### config.mk
export PLATFORM = sky130hd
export DESIGN_NAME = avmm_cmd_master
export DESIGN_NICKNAME = d
export VERILOG_FILES = /design/src/rtl/avmm_pkg.sv /design/src/rtl/avmm_timeout_cnt.sv /design/src/rtl/avmm_cmd_master.sv
export SDC_FILE = /design/constraint.sdc
export NUM_CORES = 1
export LEC_CHECK = 0
export ABC_AREA = 1
export CORE_ASPECT_RATIO = 0.5
export CORE_UTILIZATION = 53
export CTS_BUF_LIST = sky130_fd_sc_hd__clkbuf_8 sky130_fd_sc_hd__clkbuf_16
export DETAILED_ROUTE_END_ITERATION = 10
export PLACE_DENSITY = 0.86
export SYNTH_ARGS = -nofsm -noshare
export SYNTH_HDL_FRONTEND = slang
export SYNTH_HIERARCHICAL = 1
export SYNTH_SLANG_ARGS = --single-unit
### constraint.sdc
create_clock -name clk -period 4.3 [get_ports clk]
set_input_delay 1.29 -clock clk [delete_from_list [all_inputs] [get_ports clk]]
set_output_delay 1.29 -clock clk [all_outputs]
set_load 0.05 [all_outputs]
### src/rtl/avmm_pkg.sv
// Shared types and constants for the Avalon-MM command initiator family.
package avmm_pkg;

  typedef enum logic [2:0] {
    IDLE = 3'd0,
    WR   = 3'd1,
    RD   = 3'd2,
    RDV  = 3'd3,
    RESP = 3'd4
  } avmm_state_t;

  localparam logic [31:0] AVMM_ERR_RDATA = 32'h0;

  localparam logic AVMM_OP_RD = 1'b0;
  localparam logic AVMM_OP_WR = 1'b1;

  localparam int AVMM_CNT_W = 16;

endpackage

### src/rtl/avmm_timeout_cnt.sv
// Clear/enable up-counter with a terminal flag at TIMEOUT-1; clear has priority over enable.
module avmm_timeout_cnt
  import avmm_pkg::*;
#(
  parameter int unsigned TIMEOUT = 255
) (
  input  logic clk,
  input  logic rst_n,
  input  logic clr,
  input  logic en,
  output logic tc
);

  localparam logic [AVMM_CNT_W-1:0] TC_VAL = AVMM_CNT_W'(TIMEOUT - 1);

  logic [AVMM_CNT_W-1:0] count;

  // Count cycles spent waiting on the bus; restarts on every new command.
  always_ff @(posedge clk or negedge rst_n) begin
    if (!rst_n) begin
      count <= '0;
    end else if (clr) begin
      count <= '0;
    end else if (en) begin
      count <= count + AVMM_CNT_W'(1);
    end
  end

  assign tc = (count == TC_VAL);

endmodule

### src/rtl/avmm_cmd_master.sv
// Single-outstanding Avalon-MM initiator: one fabric command in, one bus
// transaction out, one response back, with a timeout against hung slaves.
//
// state | meaning
// IDLE  | waiting for a command, cmd_ready high
// WR    | avm_write asserted until waitrequest drops or timeout
// RD    | avm_read asserted until waitrequest drops or timeout
// RDV   | read accepted, waiting for readdatavalid or timeout
// RESP  | response held until rsp_ready
module avmm_cmd_master
  import avmm_pkg::*;
#(
  parameter int ADDR_W  = 3,
  parameter int DATA_W  = 32,
  parameter int TIMEOUT = 255
) (
  input  logic              clk,
  input  logic              rst_n,
  input  logic              cmd_valid,
  output logic              cmd_ready,
  input  logic              cmd_write,
  input  logic [ADDR_W-1:0] cmd_addr,
  input  logic [DATA_W-1:0] cmd_wdata,
  output logic              rsp_valid,
  input  logic              rsp_ready,
  output logic [DATA_W-1:0] rsp_rdata,
  output logic              rsp_err,
  output logic [ADDR_W-1:0] avm_address,
  output logic              avm_read,
  output logic              avm_write,
  output logic [DATA_W-1:0] avm_writedata,
  input  logic [DATA_W-1:0] avm_readdata,
  input  logic              avm_waitrequest,
  input  logic              avm_readdatavalid
);

  avmm_state_t       state, state_nxt;
  logic [ADDR_W-1:0] address_nxt;
  logic [DATA_W-1:0] writedata_nxt;
  logic              read_nxt, write_nxt;
  logic              rsp_valid_nxt, rsp_err_nxt;
  logic [DATA_W-1:0] rsp_rdata_nxt;
  logic              cnt_clr, cnt_en, cnt_tc;

  avmm_timeout_cnt #(
    .TIMEOUT(TIMEOUT)
  ) u_timeout_cnt (
    .clk  (clk),
    .rst_n(rst_n),
    .clr  (cnt_clr),
    .en   (cnt_en),
    .tc   (cnt_tc)
  );

  // Gated with rst_n so the fabric never sees ready while reset is held.
  assign cmd_ready = rst_n && (state == IDLE);

  // Next-state and next-output decode; every registered output holds by default.
  always_comb begin
    state_nxt     = state;
    address_nxt   = avm_address;
    writedata_nxt = avm_writedata;
    read_nxt      = avm_read;
    write_nxt     = avm_write;
    rsp_valid_nxt = rsp_valid;
    rsp_rdata_nxt = rsp_rdata;
    rsp_err_nxt   = rsp_err;
    cnt_clr       = 1'b0;
    cnt_en        = 1'b0;

    case (state)
      IDLE: begin
        if (cmd_valid) begin
          cnt_clr     = 1'b1;
          address_nxt = cmd_addr;
          if (cmd_write == AVMM_OP_WR) begin
            writedata_nxt = cmd_wdata;
            write_nxt     = 1'b1;
            state_nxt     = WR;
          end else begin
            writedata_nxt = '0;
            read_nxt      = 1'b1;
            state_nxt     = RD;
          end
        end
      end

      WR: begin
        cnt_en = 1'b1;
        if (!avm_waitrequest) begin
          write_nxt     = 1'b0;
          rsp_valid_nxt = 1'b1;
          rsp_rdata_nxt = '0;
          rsp_err_nxt   = 1'b0;
          state_nxt     = RESP;
        end else if (cnt_tc) begin
          write_nxt     = 1'b0;
          rsp_valid_nxt = 1'b1;
          rsp_rdata_nxt = DATA_W'(AVMM_ERR_RDATA);
          rsp_err_nxt   = 1'b1;
          state_nxt     = RESP;
        end
      end

      RD: begin
        cnt_en = 1'b1;
        // Only a full completion beats the timeout; a bare accept at the
        // terminal count still times out.
        if (!avm_waitrequest && avm_readdatavalid) begin
          read_nxt      = 1'b0;
          rsp_valid_nxt = 1'b1;
          rsp_rdata_nxt = avm_readdata;
          rsp_err_nxt   = 1'b0;
          state_nxt     = RESP;
        end else if (cnt_tc) begin
          read_nxt      = 1'b0;
          rsp_valid_nxt = 1'b1;
          rsp_rdata_nxt = DATA_W'(AVMM_ERR_RDATA);
          rsp_err_nxt   = 1'b1;
          state_nxt     = RESP;
        end else if (!avm_waitrequest) begin
          read_nxt  = 1'b0;
          state_nxt = RDV;
        end
      end

      RDV: begin
        cnt_en = 1'b1;
        if (avm_readdatavalid) begin
          rsp_valid_nxt = 1'b1;
          rsp_rdata_nxt = avm_readdata;
          rsp_err_nxt   = 1'b0;
          state_nxt     = RESP;
        end else if (cnt_tc) begin
          rsp_valid_nxt = 1'b1;
          rsp_rdata_nxt = DATA_W'(AVMM_ERR_RDATA);
          rsp_err_nxt   = 1'b1;
          state_nxt     = RESP;
        end
      end

      RESP: begin
        if (rsp_ready) begin
          rsp_valid_nxt = 1'b0;
          rsp_rdata_nxt = '0;
          rsp_err_nxt   = 1'b0;
          state_nxt     = IDLE;
        end
      end

      default: begin
        read_nxt      = 1'b0;
        write_nxt     = 1'b0;
        rsp_valid_nxt = 1'b0;
        state_nxt     = IDLE;
      end
    endcase
  end

  // State register.
  always_ff @(posedge clk or negedge rst_n) begin
    if (!rst_n) begin
      state <= IDLE;
    end else begin
      state <= state_nxt;
    end
  end

  // Registered bus and response outputs; reset clears everything, dropping any in-flight command.
  always_ff @(posedge clk or negedge rst_n) begin
    if (!rst_n) begin
      avm_address   <= '0;
      avm_writedata <= '0;
      avm_read      <= 1'b0;
      avm_write     <= 1'b0;
      rsp_valid     <= 1'b0;
      rsp_rdata     <= '0;
      rsp_err       <= 1'b0;
    end else begin
      avm_address   <= address_nxt;
      avm_writedata <= writedata_nxt;
      avm_read      <= read_nxt;
      avm_write     <= write_nxt;
      rsp_valid     <= rsp_valid_nxt;
      rsp_rdata     <= rsp_rdata_nxt;
      rsp_err       <= rsp_err_nxt;
    end
  end

endmodule

After elaboration in Yosys (flattened, before gate mapping)
Cells that the tools add are included.
Storage, ports and cells
  input bits: 74
  output and inout port bits: 72
  register bits: 90
Operators by class
  reductions and logical operators: 15
  eq/ne operators: 11
  bitwise operators: 3
  $add $sub $neg: 1
  mux-type cells: 44
Operator list (number)
  32-bit 2-to-1 mux: 6
  32-bit case mux with 4 select lines: 1
  16-bit 2-to-1 mux: 2
  3-bit 2-to-1 mux: 8
  1-bit 2-to-1 mux: 21
  16-bit by 1-bit adder with 16-bit output, second input constant: 1
  16-bit by 8-bit == test with 1-bit output, second input constant: 1
  3-bit case mux with 5 select lines: 1
  3-bit OR reduction: 3
  2-bit != test, second input constant: 4
  4-bit AND reduction: 2
  3-bit by 2-bit == test with 1-bit output, second input constant: 2
  1-bit case mux with 3 select lines: 2
  2-bit AND reduction: 3
  1-bit case mux with 5 select lines: 1
  4-bit != test, second input constant: 1
  1-bit case mux with 4 select lines: 1
  4-bit nonzero test: 1
  3-bit by 1-bit == test with 1-bit output, second input constant: 1
  3-bit == test, second input constant: 1
  3-bit logical NOT: 1
  3-bit != test, second input constant: 1
  1-bit inverter: 3
  3-bit AND reduction: 1
  4 further kinds: 5

Depth between registers and ports, before layout
Gate-level depths: netlist (run 1).
  depth after elaboration: 5
  gate-level depth with buffers: 13
  gate-level depth less buffers: 12

Cells and area by module
Netlist (run 1), hierarchy kept.
By module, submodules not included
  avmm_cmd_master: cells each 659, times used 1, area each 4608.2 um^2, sequential area each 1851.8 um^2
  avmm_timeout_cnt: cells each 130, times used 1, area each 904.6 um^2, sequential area each 400.4 um^2

Worst setup path after synthesis (run 1)
Ideal clock, no wire load.
  kind: input to output
  start point: input port rst_n
  end point: output port cmd_ready
  stages: 2
  data arrival time: 1.968 ns
  buffers on the path: 0
  slack: 1.042 ns
  data required time: 3.010 ns
  cell sequence: inv_1 > nor2_1
Between the ends
  cells in the longest elaborated chain, start to end: 1
Ends and longest elaborated chain
  start: declaration: RTL line avmm_cmd_master.sv:18  | input logic rst_n,
  1-bit logical AND: RTL line avmm_cmd_master.sv:56  | assign cmd_ready = rst_n && (state == IDLE);
  end: declaration: RTL line avmm_cmd_master.sv:20  | output logic cmd_ready,
No other way between the ends.

Worst setup path in the final report (run 1)
Same ends and word-level chain as after synthesis.

==> results.toml, run 1 <==
[logic_synthesis]
ys_ff_latch = 90
synthArstFlopShare = 1.00
synth_top_area_share = 0.409
synth_area_per_cell_um2 = 6.99
yosys_warnings = 6
ys_seq_area_frac = 0.409
synth-edff-count = 0
synth.top_cells.by_area = "dfrtp_1 (41%), nand2_1 (25%), nand3_1 (7.2%)"
postSynthCellCount = 789
synthFlopType = "dfrtp_1"
yosysUniqueCellTypes = 28
synth_area_mm2 = 0.00551
synth.most_common_cell = "nand2_1"
syn-num-nets = 865
yosys.area.top_type = "dfrtp_1"
ys_top_cells_by_count = "nand2_1 (363), dfrtp_1 (90), inv_1 (90)"

[placement]
portBuffers = 145
post-dp-hpwl_mm = 9.69
place_congestion = 0.889

[layout]
utilization = 0.746
n_antenna_cell = 0
drive_gt1_frac = 0.0750
area_growth_pct = 32.1
filler_cell_count = 762
nets = 991

[timing]
tightest_slew_ns = 1.10
hold_violations = 0
tns_ns = 0
final-setup-viol-count = 0
min_period_ns = 3.06
slew_headroom = 0.264
whs_ns = 0.476
worst_clock_skew_ns = 0.00778
fmax_ghz = 0.327
fin_crit_sh = 0.712
rsz0062_at_grt = "false"
finalMaxSlewViolations = 0

[critical_path]
path_max_fanout = 2
worstSetupStartpointType = "input port"
cp-end-kind = "output port"
regToRegStartpoint = "u_timeout_cnt/count[0]$_DFFE_PN0P_"
cp_data_required_time_ns = 3.01
r2r_cells = 12
critPathKind = "in -> out"
r2r_setup_slack_ns = 1.62
crit_buf_inv = 3
crit_slowest_cell = "nor2_1"
critical_path.startpoint = "rst_n"
critPathMaxStageDelay_ns = 0.18
cp.arrival_ns = 1.77
r2r-end = "avm_read$_DFFE_PN0P_"
cpLargestDelayFamily = "buffers and inverters"
path_cells = "buf_4 -> inv_1 -> nor2_1 -> buf_12"

[status]
status = "completed"

[floorplan]
dieArea_mm2 = 0.0108
design.core.area_mm2 = 0.00976
io_pins = 146
rows = 25
initial_utilization = 0.565
chipHeight_um = 74.1
die_w_um = 146

[detailed_routing]
wire_per_inst_um = 13.7
drt.antenna.violating_nets = 0
viasPerCell = 5.19
first_pass_iters = 6
drt_iter0_drc = 338
drcViolationCount = 0
vias = 5479
wirelength_mm = 14.4

[global_routing]
antenna_found_initial = 0
grt_pass1_wl_mm = 23.5
grt_max_degree = 64
overflow = 0
grt_usage = 0.272
grt_pass1_vias = 5129

[clocking]
h-tree-depth = 3
cts_tree = "built"
clock_latency_ns = 0.35
cts_resized = 0
cts_setup_buffers = 0
clock_path_buffers = 2
path_clk_slew_ns = 0.06
numCtsBuffers = 9
cts_root_buffer = "clkbuf_16"
clock-sinks = 90
cts_hold_buf = 0

[worst_hold_path]
whs_path_depth = 2
hold_path.startpoint = "avm_write$_DFFE_PN0P_"
whs_endpoint = "avm_write$_DFFE_PN0P_"
hold_class = "reg -> reg"

[pwr]
p_sw_w = 0.00270
p_clk_frac = 0.172
leakage_nw = 3.82
powerDensity_mw_per_mm2 = 742
p_sw_frac = 0.499
p_comb_frac = 0.562
p_seq_frac = 0.266
p_int_w = 0.00270
ir_worst_vdd_mv = 0.510

[run]
maxCapViolCount = 0
## final cells by class
cell class | count | area, um2 | share of cell area
flip-flops and latches | 90 | 2250 | 0.309
repair buffers | 153 | 1520 | 0.209
multi-input cells | 568 | 2640 | 0.363
well taps | 135 | 169 | 0.0232
inverters | 93 | 349 | 0.0479
clock inverters | 7 | 124 | 0.0170
clock buffers | 9 | 225 | 0.0309
## stage by stage
step | instance area [um2] | power, W | instances | setup slack [ns]
2_1_floorplan | 5510 | 0.00357 | 789 | 1.04
3_3_place_gp | 6930 | 0.00439 | 1039 | 1.09
3_5_place_dp | 6930 | 0.00446 | 1039 | 1.03
4_1_cts | 7280 | 0.00541 | 1055 | 1.23
5_1_grt | 7280 | 0.00571 | 1055 | 1.18
6_report | 7280 | 0.00540 | 1055 | 1.24
## worst max path at each step
stage,end,cells after the start
after floorplan,cmd_ready,2
after global placement,u_timeout_cnt/count[13]$_DFFE_PN0P_,11
after detailed placement,u_timeout_cnt/count[13]$_DFFE_PN0P_,11
after CTS,cmd_ready,4
after global routing,u_timeout_cnt/count[13]$_DFFE_PN0P_,11
final,cmd_ready,4
## metal layers
| metal | routed length, um | global-route usage | up-vias |
|---|---|---|---|
| met5 | 0 | 0 | - |
| met4 | 262 | 0.108 | 0 |
| met3 | 747 | 0.0607 | 25 |
| met2 | 7140 | 0.476 | 165 |
| met1 | 6280 | 0.337 | 2591 |
| li1 | - | - | 2698 |
## cells by family after synthesis
family	synth area share
compound gates	0.0926
flops	0.409
buf+inv	0.112
fa+ha+maj	0.00454
simple gates	0.382
## worst reg2reg max path, cell delays in order (launching register included)
cell and delay, ns:
dfrtp_1 0.40, inv_1 0.12, ha_1 0.17, nand4_1 0.11, nor4_1 0.38, buf_4 0.23
inv_1 0.47, nand2_1 0.27, nor2_1 0.08, nor2_1 0.17, nand2_1 0.07, nand2_1 0.06
nand2_1 0.05
## state kept, by name (all words and copies together) (netlist names)
name,flops
rsp_valid,1
avm_writedata,32
avm_address,3
avm_read,1
rsp_rdata,32
u_timeout_cnt/count,16
rsp_err,1
avm_write,1
state,3
## power groups by stage
stage / clock network, W / logic (W) / registers [W]
final: 0.000927 / 0.00304 / 0.00144
after detailed placement: 0 / 0.00303 / 0.00143
after CTS: 0.000935 / 0.00305 / 0.00143
after global routing: 0.000975 / 0.00326 / 0.00147
after global placement: 0 / 0.00296 / 0.00143
after floorplan: 0 / 0.00116 / 0.00241
## cell usage in the layout, fill, tap and decap left out
| master | instances |
|---|---|
| clkinvlp_4 | 1 |
| ha_1 | 2 |
| nand4_1 | 3 |
| bufinv_16 | 3 |
| nor2_4 | 3 |
| nand3_1 | 79 |
| nand2_4 | 1 |
| o31ai_1 | 1 |
| o21ai_0 | 13 |
| clkdlybuf4s50_1 | 143 |
| inv_2 | 3 |
| inv_6 | 2 |
| o21ai_1 | 2 |
| dfrtp_1 | 90 |
| clkinv_1 | 1 |
| clkinv_4 | 1 |
| buf_4 | 9 |
| nand2_1 | 363 |
| nor2_8 | 2 |
| nand2_2 | 3 |
| nor3_1 | 5 |
| nor2_1 | 47 |
| or2_0 | 1 |
| nor4_1 | 1 |
| buf_12 | 1 |
| o211ai_2 | 29 |
| a21oi_1 | 7 |
| clkbuf_16 | 9 |
| o211ai_1 | 4 |
| inv_1 | 89 |
| nor2_2 | 2 |
(Power assumes the default switching activity.)
==> run 2, diff against run 1 <==
--- a/config.mk
+++ b/config.mk
@@ -7,10 +7,10 @@
 export LEC_CHECK = 0
 export ABC_AREA = 1
 export CORE_ASPECT_RATIO = 0.5
-export CORE_UTILIZATION = 53
+export CORE_UTILIZATION = 49
 export CTS_BUF_LIST = sky130_fd_sc_hd__clkbuf_8 sky130_fd_sc_hd__clkbuf_16
 export DETAILED_ROUTE_END_ITERATION = 10
-export PLACE_DENSITY = 0.86
+export PLACE_DENSITY = 0.81
 export SYNTH_ARGS = -nofsm -noshare
 export SYNTH_HDL_FRONTEND = slang
 export SYNTH_HIERARCHICAL = 1
==> constraint.sdc (replaced) <==
create_clock -name clk -period 2.91 [get_ports clk]
set_input_delay 0.873 -clock clk [delete_from_list [all_inputs] [get_ports clk]]
set_output_delay 0.873 -clock clk [all_outputs]
set_load 0.05 [all_outputs]
==> results.toml, run 2 (synthesized netlist as in run 1, its figures left out) <==
[status]
status = "complete, but fails checks"
violations = "design-rule violations"

[placement]
post-dp-hpwl_mm = 9.67
place_ws_ns = 0.435
place_congestion = 0.872
place_area_mm2 = 0.00700
portBuffers = 145

[pwr]
ir_worst_vdd_mv = 0.661
powerDensity_mw_per_mm2 = 1070
p_sw_frac = 0.513
p_int_w = 0.00381
leakage_nw = 3.83
p_clk_frac = 0.152
p_seq_frac = 0.269
p_sw_w = 0.00402
p_comb_frac = 0.579
power_w = 0.00783

[worst_hold_path]
hold_class = "reg -> reg"
whs_path_depth = 2
hold_path.startpoint = "avm_writedata[4]$_DFFE_PN0P_"
whs_endpoint = "avm_writedata[4]$_DFFE_PN0P_"

[global_routing]
antenna_found_initial = 0
grt_max_degree = 65
grt_pass1_vias = 5020
met1_usage = 0.305
overflow = 0
use_met3 = 0.0565
grt_pass1_wl_mm = 23.6
use_met2 = 0.438
grt.busiest_layer = "met2"
grt_usage = 0.247

[critical_path]
regToRegStartpoint = "u_timeout_cnt/count[0]$_DFFE_PN0P_"
worstSetupStartpointType = "flop"
crit_cells = 4
cp.arrival_ns = 1.62
critPathKind = "reg -> out"
path_max_fanout = 7
critPathMaxStageDelay_ns = 0.54
r2r_setup_slack_ns = 0.43
cp_data_required_time_ns = 2.04
cpLargestDelayFamily = "simple AND/OR/NAND/NOR gates"
r2r_cells = 13
crit_buf_inv = 1
cp-end-kind = "output port"
r2r-end = "rsp_rdata[30]$_DFFE_PN0P_"
crit_slowest_cell = "dfrtp_1"
path_cells = "nor2_4 -> nand2_2 -> nor2_1 -> buf_12"

[detailed_routing]
first_pass_iters = 8
vias = 5344
drt.antenna.violating_nets = 0
drcViolationCount = 12
wire_per_inst_um = 13.4
drt_iter0_drc = 298
viasPerCell = 5.03
wirelength_mm = 14.2

[layout]
final_cell_area_mm2 = 0.00730
final_common_cell = "nand2_1"
n_antenna_cell = 0
nets = 994
drive_gt1_frac = 0.0780
largestRegisters = "avm_writedata: 32 flops, rsp_rdata: 32 flops, u_timeout_cnt/count: 16 flops"
layout_common_cells = "nand2_1 (363), clkdlybuf4s50_1 (143), dfrtp_1 (90)"
area_growth_pct = 32.5

[timing]
worst_clock_skew_ns = 0.0105
hold_violations = 0
min_period_ns = 2.49
slew_headroom = 0.530
whs_ns = 0.480
finalMaxSlewViolations = 0
setup_slack_ns = 0.420
fin_crit_sh = 0.856
fmax_ghz = 0.402
tightest_slew_ns = 0.705
rsz0062_at_grt = "false"
final-setup-viol-count = 0
tns_ns = 0

[floorplan]
design.core.area_mm2 = 0.0106
dieArea_mm2 = 0.0117
initial_utilization = 0.521
rows = 26
io_pins = 146
chipHeight_um = 77
die_w_um = 152

[clocking]
numCtsBuffers = 9
clock-sinks = 90
cts_hold_buf = 0
clock_path_buffers = 2
cts_tree = "built"
h-tree-depth = 3
path_clk_slew_ns = 0.07
cts_resized = 0
cts_setup_buffers = 0
clock_latency_ns = 0.36
cts_root_buffer = "clkbuf_16"

[run]
maxCapViolCount = 0
==> run 2: worst min-delay path, delay by kind of cell, from the launching register on <==
| kind | cells | cell delay (ns) |
|---|---|---|
| flops | 1 | 0.34 |
| simple gates | 2 | 0.11 |
==> run 2: power by group through the flow <==
stage	Clock (W)	Sequential [W]	Combinational, W
6_report	0.00119	0.00211	0.00453
5_1_grt	0.00126	0.00218	0.00486
3_5_place_dp	0	0.00212	0.00453
4_1_cts	0.00121	0.00211	0.00456
3_3_place_gp	0	0.00211	0.00444
2_1_floorplan	0	0.00356	0.00171
==> run 2: final cells by class <==
| cell class | instances | area, um2 |
|---|---|---|
| clock buffers | 9 | 225 |
| clock inverters | 7 | 78.8 |
| well taps | 140 | 175 |
| inverters | 93 | 349 |
| flip-flops and latches | 90 | 2250 |
| repair buffers | 156 | 1580 |
| multi-input cells | 568 | 2640 |
| fillers | 864 | 3270 |
==> run 2: worst max path at each step <==
| stage | startpoint | end | slack (ns) |
|---|---|---|---|
| finish | state[0]$_DFFE_PN0P_ | cmd_ready | 0.42 |
| global route | u_timeout_cnt/count[0]$_DFFE_PN0P_ | rsp_rdata[9]$_DFFE_PN0P_ | 0.27 |
| CTS | state[0]$_DFFE_PN0P_ | cmd_ready | 0.41 |
| detailed placement | avm_waitrequest | rsp_rdata[17]$_DFFE_PN0P_ | 0.44 |
| global placement | avm_waitrequest | state[1]$_DFFE_PN0P_ | 0.48 |
| floorplan | rst_n | cmd_ready | 0.49 |
==> run 2: metrics by stage <==
stage          std cells  utilization
2_1_floorplan        789            -
3_3_place_gp        1047        0.662
3_5_place_dp        1047        0.662
4_1_cts             1063        0.691
5_1_grt             1063        0.691
6_report            1063        0.691
==> run 2: layer usage <==
layer,routed length [um],vias to the layer above
met1,6320,2473
met3,673,17
met2,7030,142
met5,0,-
met4,180,0
li1,-,2712
==> run 3, diff against run 2 <==
--- a/config.mk
+++ b/config.mk
@@ -6,11 +6,14 @@
 export NUM_CORES = 1
 export LEC_CHECK = 0
 export ABC_AREA = 1
+export CELL_PAD_IN_SITES_DETAIL_PLACEMENT = 0
+export CELL_PAD_IN_SITES_GLOBAL_PLACEMENT = 1
 export CORE_ASPECT_RATIO = 0.5
-export CORE_UTILIZATION = 49
+export CORE_UTILIZATION = 35
 export CTS_BUF_LIST = sky130_fd_sc_hd__clkbuf_8 sky130_fd_sc_hd__clkbuf_16
 export DETAILED_ROUTE_END_ITERATION = 10
-export PLACE_DENSITY = 0.81
+export PLACE_DENSITY_LB_ADDON = 0.1
+export SLEW_MARGIN = 10
 export SYNTH_ARGS = -nofsm -noshare
 export SYNTH_HDL_FRONTEND = slang
 export SYNTH_HIERARCHICAL = 1
==> results.toml, run 3 (synthesized netlist as in run 1, its figures left out) <==
[floorplan]
die_w_um = 179
design.core.area_mm2 = 0.0149
dieArea_mm2 = 0.0163
initial_utilization = 0.369
rows = 31
chipHeight_um = 90.7
io_pins = 146

[global_routing]
grt_pass1_wl_mm = 25.6
grt_usage = 0.192
overflow = 0
antenna_found_initial = 0
grt_max_degree = 49
grt_pass1_vias = 5038

[detailed_routing]
first_pass_iters = 9
viasPerCell = 4.65
drcViolationCount = 4
wire_per_inst_um = 13.6
vias = 5228
drt_iter0_drc = 311
wirelength_mm = 15.3
drt.antenna.violating_nets = 0

[critical_path]
cp-end-kind = "output port"
path_cells = "clkdlybuf4s50_1"
worstSetupStartpointType = "flop"
cp.arrival_ns = 1.58
r2r_setup_slack_ns = 0.64
crit_slowest_cell = "clkdlybuf4s50_1"
path_max_fanout = 3
critPathKind = "reg -> out"
cpLargestDelayFamily = "buffers and inverters"
cp_data_required_time_ns = 2.04
crit_buf_inv = 1
critPathMaxStageDelay_ns = 0.85

[pwr]
leakage_nw = 3.84
p_clk_frac = 0.149
p_sw_w = 0.00399
powerDensity_mw_per_mm2 = 1060
p_seq_frac = 0.269
ir_worst_vdd_mv = 0.568
power_w = 0.00782
p_int_w = 0.00384
p_comb_frac = 0.581
p_sw_frac = 0.510

[timing]
fin_crit_sh = 0.842
tightest_slew_ns = 0.740
min_period_ns = 2.45
finalMaxSlewViolations = 0
worst_clock_skew_ns = 0.0101
tns_ns = 0
hold_violations = 0
final-setup-viol-count = 0
fmax_ghz = 0.408
rsz0062_at_grt = "false"
slew_headroom = 0.507

[layout]
drive_gt1_frac = 0.0810
filler_cell_count = 1486
area_growth_pct = 34.2
utilization = 0.496
layout.cells.non_filler = 1124
layout_common_cells = "nand2_1 (363), clkdlybuf4s50_1 (143), dfrtp_1 (90)"
nets = 997
final_common_cell = "nand2_1"
largestRegisters = "avm_writedata: 32 flops, rsp_rdata: 32 flops, u_timeout_cnt/count: 16 flops"
final_cell_area_mm2 = 0.00740
n_antenna_cell = 0

[clocking]
cts_root_buffer = "clkbuf_16"
numCtsBuffers = 9
cts_setup_buffers = 0
h-tree-depth = 3
cts_tree = "built"
path_clk_slew_ns = 0.07
clock_path_buffers = 2
clock-sinks = 90
clock_latency_ns = 0.34
cts_hold_buf = 0
cts_resized = 0

[run]
maxCapViolCount = 0

[placement]
place_area_mm2 = 0.00711
place_congestion = 0.797
portBuffers = 145
placed_cells = 1108
post-dp-hpwl_mm = 10.3

[status]
status = "complete, but fails checks"
violations = "design-rule violations"

[worst_hold_path]
hold_class = "reg -> reg"
## run 3: cell types whose count changed in the layout (fill, tap and decap cells not counted)
cell        change
clkinv_8        -1
buf_4           +2
clkinvlp_4      +2
buf_12          +1
clkbuf_8        +1
inv_8           -2
## run 3: routing by layer
metal  track usage  vias to the layer above  wire [um]
met1         0.260                     2408       7500
met5             0                        -          0
met3        0.0484                        6        774
li1              -                     2705          -
met2         0.320                      109       7000
met4        0.0194                        0         39
## run 3: metrics by stage
stage	worst slack, ns	hold slack (ns)
6_report	0.459	0.476
5_1_grt	0.325	0.504
4_1_cts	0.428	0.482
3_5_place_dp	0.377	0.465
3_3_place_gp	0.439	0.457
2_1_floorplan	0.486	0.494
## run 3: worst paths after layout
| path | start | endpoint | depth (start not counted) |
|---|---|---|---|
| worst max-delay path | rsp_rdata[31]$_DFFE_PN0P_ | rsp_rdata[31] | 1 |
| worst min-delay path | avm_write$_DFFE_PN0P_ | avm_write$_DFFE_PN0P_ | 2 |
| worst max register to register | u_timeout_cnt/count[0]$_DFFE_PN0P_ | avm_read$_DFFE_PN0P_ | 12 |
| worst min register to register | avm_write$_DFFE_PN0P_ | avm_write$_DFFE_PN0P_ | 2 |
| max in group asynchronous | rst_n | u_timeout_cnt/count[10]$_DFFE_PN0P_ | 3 |
| min in group asynchronous | rst_n | rsp_rdata[30]$_DFFE_PN0P_ | 2 |
## run 3: layout make-up
cell class                 count  area, um2  area share
sequential                    90       2250       0.304
multi-input combinational    568       2640       0.357
tap                          198        248      0.0335
inverter                      93        349      0.0472
clock buffer                  10        239      0.0323
clock inverter                 6       55.1     0.00744
timing repair buffer         159       1610       0.218
## run 3: power groups by stage
| stage | clock (W) | sequential [W] | combinational [W] |
|---|---|---|---|
| after CTS | 0.00121 | 0.00211 | 0.00460 |
| final | 0.00117 | 0.00211 | 0.00455 |
| after floorplan | 0 | 0.00356 | 0.00171 |
| after global placement | 0 | 0.00211 | 0.00456 |
| after global routing | 0.00126 | 0.00218 | 0.00492 |
| after detailed placement | 0 | 0.00212 | 0.00459 |
